<file path="src/rtl/stk_cmd_arb.sv">
// ---------------------------------------------------------------------------
// stk_cmd_arb
//
// Round-robin arbiter that shares the single stk pipeline command port
// between ENGS_N engine command interfaces. Grants are held off while the
// pipeline allocator initialises. PUSH requests are masked while the stack
// is full. At most one command per cycle is registered towards the pipeline
// over a vld/rdy handshake.
//
// Ports
//   clk            clock, all state on posedge
//   arst           asynchronous reset, active-high
//   i_cmd_vld      per-engine request, held until acked
//   i_cmd_opcode   per-engine opcode, packed ENGS_N x OP_W
//   i_cmd_dat      per-engine data, packed ENGS_N x DAT_W
//   o_cmd_ack      one-hot grant pulse, request consumed this cycle
//   i_init_busy    pipeline allocator initialising
//   i_full         no free stack slots
//   o_pipe_vld     registered command valid
//   o_pipe_engid   granted engine index
//   o_pipe_opcode  registered opcode
//   o_pipe_dat     registered data
//   i_pipe_rdy     pipeline accepts o_pipe_* this cycle
//   o_grant_cnt    per-engine grant counters, packed ENGS_N x CNT_W
//
// Optional feature macro: STK_CMD_ARB_PERF_EN
//   Defined   : o_grant_cnt holds saturating per-engine grant counters.
//   Undefined : o_grant_cnt is tied to zero and no counter flops exist.
//
// OP_W and OP_PUSH mirror stk_pkg::opcode_t and stk_pkg::OP_PUSH, so that
// this file stays self-contained.
// ---------------------------------------------------------------------------
module stk_cmd_arb #(
    parameter int              ENGS_N  = 4,
    parameter int              DAT_W   = 128,
    parameter int              CNT_W   = 32,
    parameter int              OP_W    = 2,
    parameter logic [OP_W-1:0] OP_PUSH = OP_W'(1)
) (
    input  logic                       clk,
    input  logic                       arst,
    input  logic [ENGS_N-1:0]          i_cmd_vld,
    input  logic [ENGS_N*OP_W-1:0]     i_cmd_opcode,
    input  logic [ENGS_N*DAT_W-1:0]    i_cmd_dat,
    output logic [ENGS_N-1:0]          o_cmd_ack,
    input  logic                       i_init_busy,
    input  logic                       i_full,
    output logic                       o_pipe_vld,
    output logic [$clog2(ENGS_N)-1:0]  o_pipe_engid,
    output logic [OP_W-1:0]            o_pipe_opcode,
    output logic [DAT_W-1:0]           o_pipe_dat,
    input  logic                       i_pipe_rdy,
    output logic [ENGS_N*CNT_W-1:0]    o_grant_cnt
);

    localparam int ID_W = $clog2(ENGS_N);

    typedef enum logic {
        ST_INIT,
        ST_RUN
    } state_t;

    state_t            state_q, state_d;
    logic [ID_W-1:0]   ptr_q, ptr_d;
    logic              vld_q, vld_d;
    logic [ID_W-1:0]   engid_q, engid_d;
    logic [OP_W-1:0]   opcode_q, opcode_d;
    logic [DAT_W-1:0]  dat_q, dat_d;

    logic [ENGS_N-1:0] elig;
    logic [ID_W-1:0]   winner;
    logic              found;
    logic              ld;

    // An engine may compete when it requests, unless it wants to PUSH onto a
    // full stack.
    always_comb begin
        elig = '0;
        for (int i = 0; i < ENGS_N; i++) begin
            elig[i] = i_cmd_vld[i] &
                      ~(i_full & (i_cmd_opcode[i*OP_W +: OP_W] == OP_PUSH));
        end
    end

    // Rotating-priority search starting at ptr_q. ENGS_N is a power of two,
    // so the ID_W-bit sum wraps modulo ENGS_N by itself.
    always_comb begin
        winner = '0;
        found  = 1'b0;
        for (int k = 0; k < ENGS_N; k++) begin
            if (!found && elig[ptr_q + ID_W'(k)]) begin
                found  = 1'b1;
                winner = ptr_q + ID_W'(k);
            end
        end
    end

    // A grant fires only in RUN, when the output slot is empty or being
    // drained this cycle, and when some engine is eligible.
    always_comb begin
        ld        = (state_q == ST_RUN) & (~vld_q | i_pipe_rdy) & found;
        o_cmd_ack = '0;
        if (ld) begin
            o_cmd_ack[winner] = 1'b1;
        end
    end

    // INIT waits for the allocator to finish. RUN falls back to INIT whenever
    // the allocator becomes busy again. The output slot is untouched by this.
    always_comb begin
        state_d = state_q;
        case (state_q)
            ST_INIT: if (!i_init_busy) state_d = ST_RUN;
            ST_RUN:  if (i_init_busy)  state_d = ST_INIT;
            default: state_d = ST_INIT;
        endcase
    end

    // Output slot and pointer. A grant overwrites the slot even if it is being
    // consumed in the same cycle, so back-to-back commands have no bubble.
    always_comb begin
        ptr_d    = ptr_q;
        vld_d    = vld_q;
        engid_d  = engid_q;
        opcode_d = opcode_q;
        dat_d    = dat_q;
        if (ld) begin
            ptr_d    = winner + ID_W'(1);
            vld_d    = 1'b1;
            engid_d  = winner;
            opcode_d = i_cmd_opcode[int'(winner)*OP_W +: OP_W];
            dat_d    = i_cmd_dat[int'(winner)*DAT_W +: DAT_W];
        end else if (i_pipe_rdy && vld_q) begin
            vld_d = 1'b0;
        end
    end

    // State registers. Reset drops any held command.
    always_ff @(posedge clk or posedge arst) begin
        if (arst) begin
            state_q  <= ST_INIT;
            ptr_q    <= '0;
            vld_q    <= 1'b0;
            engid_q  <= '0;
            opcode_q <= '0;
            dat_q    <= '0;
        end else begin
            state_q  <= state_d;
            ptr_q    <= ptr_d;
            vld_q    <= vld_d;
            engid_q  <= engid_d;
            opcode_q <= opcode_d;
            dat_q    <= dat_d;
        end
    end

    assign o_pipe_vld    = vld_q;
    assign o_pipe_engid  = engid_q;
    assign o_pipe_opcode = opcode_q;
    assign o_pipe_dat    = dat_q;

`ifdef STK_CMD_ARB_PERF_EN
    logic [CNT_W-1:0] cnt_q [ENGS_N];

    // Per-engine grant counters. They saturate at all-ones and are cleared
    // only by reset.
    always_ff @(posedge clk or posedge arst) begin
        if (arst) begin
            for (int i = 0; i < ENGS_N; i++) begin
                cnt_q[i] <= '0;
            end
        end else begin
            for (int i = 0; i < ENGS_N; i++) begin
                if (o_cmd_ack[i] && (cnt_q[i] != '1)) begin
                    cnt_q[i] <= cnt_q[i] + CNT_W'(1);
                end
            end
        end
    end

    // Flatten the counter array onto the packed port.
    always_comb begin
        o_grant_cnt = '0;
        for (int i = 0; i < ENGS_N; i++) begin
            o_grant_cnt[i*CNT_W +: CNT_W] = cnt_q[i];
        end
    end
`else
    assign o_grant_cnt = '0;
`endif

endmodule

</file>
<file path="config.mk">
export PLATFORM = sky130hd
export DESIGN_NAME = stk_cmd_arb
export DESIGN_NICKNAME = d
export VERILOG_FILES = /design/src/rtl/stk_cmd_arb.sv
export SDC_FILE = /design/constraint.sdc
export NUM_CORES = 1
export LEC_CHECK = 0
export CAP_MARGIN = 20
export CORE_AREA = 2 2 307 309
export DETAILED_ROUTE_END_ITERATION = 16
export DIE_AREA = 0 0 309 311
export GPL_TIMING_DRIVEN = 0
export PLACE_DENSITY_LB_ADDON = 0.08
export SETUP_SLACK_MARGIN = 0.3
export SYNTH_ARGS = -nofsm -noshare
export SYNTH_HDL_FRONTEND = slang
export SYNTH_SLANG_ARGS = --single-unit
</file>
<file path="constraint.sdc">
create_clock -name clk -period 9.5 [get_ports clk]
set_input_delay 2.375 -clock clk [delete_from_list [all_inputs] [get_ports clk]]
set_output_delay 2.375 -clock clk [all_outputs]
set_load 0.1 [all_outputs]
</file>
Yosys cells after proc, flatten, opt, wreduce, memory -nomap -nowiden:

Cells that the tools add are included.

* logic and storage cells: 69
* input bits: 529
* output and inout bits: 265
* memories: 0
* memory bits (read-only): 0
* latch bits: 0
* bits in writable memories: 0
* register bits after elaboration: 136

* multiplexer cells: 22
* $mul: 0
* order comparisons: 6
* add/sub/neg operators: 4
* divide/modulo/power cells: 0
* reduce and logical (&&, ||, !) cells: 9
* shift-type cells: 2
* equality and inequality tests: 4
* bitwise logic cells: 16

Operator list (number)
* 512-bit by 10-bit variable part select with 128-bit output: 1
* 2-bit by 3-bit less-than comparator with 1-bit output (second input constant): 5
* 1-bit 2-to-1 mux: 12
* 1-bit bitwise AND: 10
* 1-bit binary-select mux with 2-bit select: 4
* 2-bit by 1-bit equality test with 1-bit output (second input constant): 4
* 2-bit 2-to-1 mux: 4
* 8-bit by 4-bit variable part select with 2-bit output: 1
* 1-bit logical AND: 5
* 1-bit inverter: 5
* 2-bit by 1-bit adder with 2-bit output (second input constant): 2
* 2-bit adder (second input constant): 2
* 4-bit 2-to-1 mux: 1
* 1-bit logical NOT: 3
* 1-bit demux with 2-bit select: 1
* 2-bit by 1-bit >= comparator with 1-bit output (second input constant): 1
* 2-bit nonzero test: 1
* 1-bit OR: 1

Logic depth before layout (Yosys ltp):

Gate-level depths: netlist (run 1).

* word-level depth: 21
* depth in mapped cells: 9
* mapped depth without buffers: 6

Worst setup path before layout (run 1):

No wires, ideal clock.

* kind: input to output
* start point: input port i_cmd_opcode[5]
* end point: output port o_cmd_ack[1]
* setup slack: 1.668 ns
* stages: 7
* data arrival time: 5.457 ns
* path through: nand3b_1 > nand2_1 > nand4_1 > nand3_1 > buf_2 > buf_1 > nor3_1

* cells in the longest elaborated chain, start to end: 21
* elaborated cells on any way between the ends: 33

Ends and longest elaborated chain
* from (decl): RTL line 43 `input logic [ENGS_N*OP_W-1:0] i_cmd_opcode,`
* 2-bit by 1-bit equality test with 1-bit output (*): RTL line 81 `~(i_full & (i_cmd_opcode[i*OP_W +: OP_W] == OP_PUSH));`
* 1-bit bitwise AND (*): RTL line 81
* 1-bit inverter (*): RTL line 81
* 1-bit bitwise AND (*): RTL line 80 `elig[i] = i_cmd_vld[i] &`
* 1-bit binary-select mux with 2-bit select: RTL line 91 `if (!found && elig[ptr_q + ID_W'(k)]) begin`
* 1-bit 2-to-1 mux (not written as such): RTL line 91
* 1-bit 2-to-1 mux: RTL line 91
* 1-bit logical NOT: RTL line 91
* [... 5 more ...]
* 1-bit logical NOT: RTL line 91
* 1-bit logical AND: RTL line 91
* 2-bit 2-to-1 mux: RTL line 91
* 2-bit by 3-bit less-than comparator with 1-bit output (not written as such) / 2-bit by 1-bit >= comparator with 1-bit output (equally long branches): RTL line 104 `o_cmd_ack[winner] = 1'b1;`
* 1-bit logical AND (not written as such): RTL line 104
* 1-bit 2-to-1 mux (not written as such): RTL line 104
* 1-bit demux with 2-bit select: RTL line 104
* 4-bit 2-to-1 mux (*): RTL line 103 `if (ld) begin`
* to (decl): RTL line 45 `output logic [ENGS_N-1:0] o_cmd_ack,`

Every way passes the cells marked *; elsewhere a longest branch is shown, timed or not. The select of a mux whose other input is x is not followed.

Worst setup path after layout (run 1):

* start point: input port i_cmd_opcode[4]
* end point: output port o_cmd_ack[0]

The elaborated chain is that of the path after synthesis.

==> results of run 1 <==
[how the worst min path moves through the flow]
| stage | depth (start not counted) | endpoint |
|---|---|---|
| 6_report | 2 | o_pipe_engid[1] |
| 4_1_cts | 2 | o_pipe_engid[1] |
| 5_1_grt | 2 | o_pipe_engid[1] |
| 3_3_place_gp | 2 | o_pipe_engid[1] |
| 2_1_floorplan | 2 | o_pipe_vld |
| 3_5_place_dp | 2 | o_pipe_engid[1] |
[worst max-delay path, stage by stage]
cell and delay (ps):
clkdlybuf4s50_1 550, nand3b_1 160, nand2_1 250, a211oi_1 150, o31ai_4 840, buf_2 500, buf_2 360, and2_1 200
clkdlybuf4s50_1 1140
[repair_timing]
item | CTS | global route
setup endpoints to repair | 2 | 2
gates resized for setup | 1 | 2
endpoints found under the hold margin | 0 | 0
[metal layers]
| metal | track usage, % | routed length, um | vias up |
|---|---|---|---|
| met5 | 0 | 126 | - |
| met4 | 2.89 | 440 | 18 |
| met3 | 5.54 | 6460 | 37 |
| met2 | 28.2 | 39800 | 517 |
| met1 | 15.8 | 27200 | 5555 |
| li1 | - | - | 5488 |
[registers in the layout (all words and copies together), names as in the netlist]
register	count
o_pipe_opcode	2
state_q	1
o_pipe_vld	1
o_pipe_dat	128
o_pipe_engid	2
ptr_q	2
[cells in the final DEF, fill, tap and decap left out, types with 6 or more instances in the layout]
cell / count
dfrtp_1: 136
nor2_1: 131
o21ai_0: 132
buf_2: 14
nand2_1: 8
a221oi_1: 130
a21oi_1: 6
clkbuf_16: 17
buf_4: 139
o22ai_1: 130
diode_2: 8
clkdlybuf4s50_1: 663
mux2i_1: 130
clkbuf_1: 63
buf_1: 9
conb_1: 128
[area by class of cell]
class                           count  area [um^2]
Antenna cell                        8         20.0
Buffer                            225         1380
Clock buffer                       18          439
Clock inverter                     13          124
Fill cell                       10313        73800
Inverter                            4         22.5
Multi-Input combinational cell    830         5230
Sequential cell                   136         3400
Tap cell                         1254         1570
Timing Repair Buffer              672         6770
[cells in the mapped netlist, types with 3 or more instances]
master | n | area (um^2)
buf_4 | 139 | 1040
dfrtp_1 | 136 | 3400
o21ai_0 | 132 | 661
nor2_1 | 131 | 492
a221oi_1 | 130 | 1140
mux2i_1 | 130 | 1300
o22ai_1 | 130 | 813
clkbuf_1 | 63 | 236
buf_2 | 13 | 65.1
buf_1 | 10 | 37.5
nand2_1 | 8 | 30.0
a21oi_1 | 6 | 30.0
nand3b_1 | 5 | 37.5
nand3_1 | 4 | 20.0
and2_1 | 3 | 18.8
inv_1 | 3 | 11.3
o21ai_1 | 3 | 15.0
[per-stage QoR]
stage	std cells	setup WS (ps)	power (mW)	hold WS, ps	utilization [%]
floorplan	1196	1670	3.03	459	-
global placement	3115	-287	4.08	473	19.7
detailed placement	3122	117	4.10	484	19.8
CTS	3152	370	4.85	501	20.4
global route	3159	286	4.98	547	20.4
finish	3160	561	4.74	494	20.4
[kinds of logic (layout without fill, tap and decap cells)]
family	after synthesis	in the layout
AO/OA/AOI/OAI	412	412
buffers and inverters	230	932
multiplexers	130	130
AND/OR/NAND/NOR	160	160
flip-flops	136	136
other	1	136
[power breakdown]
group / internal [mW] / switching, mW
clock network: 0.369 / 0.339
registers: 0.755 / 0.138
logic: 0.837 / 2.30
total: 1.96 / 2.78
==> metrics.yaml, run 1 <==
gp_congestion: 0.750
synth_seq_cells: 136
final-setup-viol-count: 0
cts.sinks: 136
drive_gt1_share_pct: 10.6
drc: 0
fin_skew_ps: 13.6
netlist_area_um2: 9560
startpoint: "i_cmd_opcode[4]"
post_dp_cell_area_um2: 18400
rows: 112
worstSetupPathType: "input pin to output pin"
postSynthCellCount: 1069
cts-root-buf: "clkbuf_16"
clock.fmax_mhz: 112
reg2regPathDepth: 7
synthXorXnorAreaFrac_pct: 0
ys.flop_type: "dfrtp_1"
syn-mean-instance-area_um2: 8.94
die_area_um2: 96100
path_clk_slew_ps: 60
ys_seq_area_share_pct: 35.6
critical_path.endpoint_type: "output pin"
finalSetupTns_ps: 0
layout.nets: 2415
leakage_nw: 7.41
cellPowerDensity_nw_per_um2: 250
slew-limit-headroom_pct: 24.4
area_growth_pct: 98.4
synth_warnings: 0
cts_made_buffers: 17
die_w_um: 309
cp.required_ps: 7130
fin_crit_sh_pct: 94.1
cts_max_path_buffers: 2
holdCritPathClass: "register to register"
rsz0062_at_grt: "yes"
synth_top_family_by_area: "compound AO/OA/AOI/OAI gates"
cp-endpoint: "o_cmd_ack[0]"
postCtsSetupBuffers: 0
synth_edf_count: 0
vias: 11615
outcome: "completed"
postLayoutCellArea_um2: 19000
antenna_found_initial: 24
cts_tree: "built"
async_flop_share_pct: 100
grtUsageTotal_pct: 15.0
final-hold-violation-count: 0
worstHoldStart: "o_pipe_engid[1]"
cts_max_level: 4
initial_core_util_pct: 10.3
synthSimpleGateAreaFrac_pct: 6.83
drt_iter0_drc: 438
maxCapViolCount: 0
io_buffer_count: 665
hpwl_um: 60300
viasPerCell: 3.68
ios: 794
grt_max_degree: 83
overflow: 0
grt_pass1_wl_um: 99800
maxSlewViolCount: 0
ant_nets: 0
drt_wl_total_um: 74100
coreArea_um2: 92800
post-route-min-period_ps: 8940
cts_hold_buf: 0
dr.pass1.iters: 5
wire_per_inst_um: 23.4
synth_compound_area_share_pct: 29.2
clkLatencyLatePin_ps: 480
worstReg2RegEnd: "o_pipe_dat[120]"
reg2reg_slack_ps: 6420
critPathLaunchType: "input pin"
reg2reg_from: "ptr_q[0]"
fp.dieH_um: 311
vdd_drop_max_mv: 0.132
grt_pass1_vias: 12342
crit_arrival_ps: 6560
synth_fa_ha_area_share_pct: 0
worst_slew_pin_slew_ps: 1130
synth.lib_cells_used.distinct: 37
path_max_fanout: 10
muxShareOfSynthArea_pct: 13.6
Power figures use the tool's default switching activity.
==> run 2, diff against run 1 <==
==> constraint.sdc (replaced) <==
create_clock -name clk -period 9.5 [get_ports clk]
set_input_delay 1.9 -clock clk [delete_from_list [all_inputs] [get_ports clk]]
set_output_delay 1.9 -clock clk [all_outputs]
set_load 0.1 [all_outputs]
==> metrics.yaml, run 2 (same netlist as run 1, synthesis figures left out) <==
drt_iter0_drc: 422  # -3.7%
grt_max_degree: 83  # unchanged
hpwl_um: 60300  # unchanged
drt_wl_total_um: 74200  # +0.20%
overflow: 0  # unchanged
vdd_drop_max_mv: 0.133  # +0.39%
die_area_um2: 96100  # unchanged
max_stage_delay_ps: 1090  # -50 ps
crit_cells: 9  # unchanged
holdWs_ps: 492  # -1.51 ps
die_w_um: 309  # unchanged
fin_crit_sh_pct: 87.4  # -6.7 points
worstHoldStart: "o_pipe_engid[1]"
initial_core_util_pct: 10.3  # unchanged
antenna_found_initial: 23  # -4.2%
cts.sinks: 136  # unchanged
final-setup-viol-count: 0  # unchanged
cellPowerDensity_nw_per_um2: 250  # about the same
postLayoutCellArea_um2: 19000  # about the same
worst_slew_pin_slew_ps: 1130  # -1.83 ps
ant_nets: 0  # unchanged
post_dp_cell_area_um2: 18400  # unchanged
leakage_nw: 7.39  # -0.23%
layout_common_cells: "clkdlybuf4s50_1 (665), buf_4 (139), dfrtp_1 (136), o21ai_0 (132), nor2_1 (131)"
finalSetupTns_ps: 0  # unchanged
post-route-util_pct: 20.4  # about the same
reg2regPathDepth: 7  # unchanged
ios: 794  # unchanged
cts_max_path_buffers: 2  # unchanged
postCtsSetupBuffers: 0  # unchanged
path_clk_slew_ps: 60  # about the same
final_common_cell: "clkdlybuf4s50_1"
cp-endpoint: "o_cmd_ack[1]"
wire_per_inst_um: 23.5  # +0.14%
holdCritPathClass: "register to register"
clkLatencyLatePin_ps: 480  # about the same
startpoint: "i_cmd_opcode[0]"
reg2reg_slack_ps: 6470  # +50 ps
reg2reg_from: "ptr_q[0]"
layout.nets: 2416  # +0.041%
vias: 11626  # +0.095%
cpMaxStageDelayCell: "clkdlybuf4s50_1"
outcome: "completed"
post_cts_resized: 0  # -1
critical_path.endpoint_type: "output pin"
cts_made_buffers: 17  # unchanged
cp_cell_sequence: "clkdlybuf4s50_1 > nand3b_1 > nand2_2 > nand4_1 > nand3_1 > buf_2 > buf_1 > nor3_1 > clkdlybuf4s50_1"
grt_pass1_wl_um: 100000  # +0.21%
worst-path-buf-inv: 4  # unchanged
slew-limit-headroom_pct: 24.5  # +0.12 points
grt_pass1_vias: 12345  # +0.024%
post-route-min-period_ps: 8300  # -638 ps
worstSetupPathType: "input pin to output pin"
area_growth_pct: 98.4  # about the same
crit_path_frequent_cell: "clkdlybuf4s50_1"
crit_family: "buffers and inverters"
crit_arrival_ps: 6400  # -160 ps
drive_gt1_share_pct: 10.6  # about the same
fp.dieH_um: 311  # unchanged
grtUsageTotal_pct: 15.0  # +0.038 points
dp_cells: 3122  # unchanged
fin_skew_ps: 12.4  # -1.20 ps
path_max_fanout: 10  # unchanged
worstReg2RegEnd: "o_pipe_dat[120]"
largest_reg_flops: 128  # unchanged
io_buffer_count: 665  # unchanged
final_cells: 3162  # +0.063%
cts_tree: "built"
gp_congestion: 0.750  # unchanged
cp.required_ps: 7600  # +470 ps
drc: 0  # unchanged
maxCapViolCount: 0  # unchanged
dr.pass1.iters: 4  # -1
final-hold-violation-count: 0  # unchanged
maxSlewViolCount: 0  # unchanged
viasPerCell: 3.68  # about the same
rows: 112  # unchanged
cts_hold_buf: 0  # unchanged
rsz0062_at_grt: "no"
cts_max_level: 4  # unchanged
clock.fmax_mhz: 120  # +7.7%
cts-root-buf: "clkbuf_16"
critPathLaunchType: "input pin"
coreArea_um2: 92800  # unchanged
## run 2: worst register-to-register path, cell delays in order (launching register included)
cell and delay, ps:
dfrtp_1 350, clkbuf_1 370, a211oi_1 140, o31ai_4 820, buf_2 490, buf_2 350, a221oi_1 210, o22ai_1 220
## run 2: how the worst min path moves through the flow
stage	to	slack, ps	cells past startpoint
global placement	o_pipe_engid[1]	470	2
CTS	o_pipe_engid[1]	500	2
detailed placement	o_pipe_engid[1]	480	2
floorplan	o_pipe_vld	460	2
global route	o_pipe_engid[1]	550	2
finish	o_pipe_engid[1]	490	2
## run 2: final cells by class
| cell class | count | area (um^2) |
|---|---|---|
| fillers | 10314 | 73800 |
| repair buffers | 672 | 6760 |
| multi-input cells | 830 | 5230 |
| flip-flops and latches | 136 | 3400 |
| well taps | 1254 | 1570 |
| plain buffers | 226 | 1390 |
| clock buffers | 18 | 439 |
| clock inverters | 13 | 124 |
| inverters | 4 | 22.5 |
| diodes | 9 | 22.5 |
## run 2: power by group
part / switching (mW) / internal, mW / total, mW
combinational: 2.30 / 0.837 / 3.14
sequential: 0.137 / 0.755 / 0.893
clock: 0.338 / 0.369 / 0.707
total: 2.78 / 1.96 / 4.74
## run 2: through the flow
| stage | power (mW) | worst slack [ps] |
|---|---|---|
| 3_3_place_gp | 4.08 | 188 |
| 4_1_cts | 4.85 | 1050 |
| 6_report | 4.74 | 1200 |
| 5_1_grt | 4.98 | 917 |
| 3_5_place_dp | 4.10 | 1070 |
| 2_1_floorplan | 3.03 | 2620 |
## run 2: per-layer routing
| layer | routed length (um) | track usage [%] | part of all wire (%) |
|---|---|---|---|
| met3 | 6550 | 5.49 | 8.8 |
| met5 | 112 | 0 | 0.15 |
| met2 | 39800 | 28.2 | 54 |
| met4 | 383 | 2.76 | 0.52 |
| met1 | 27400 | 15.9 | 37 |
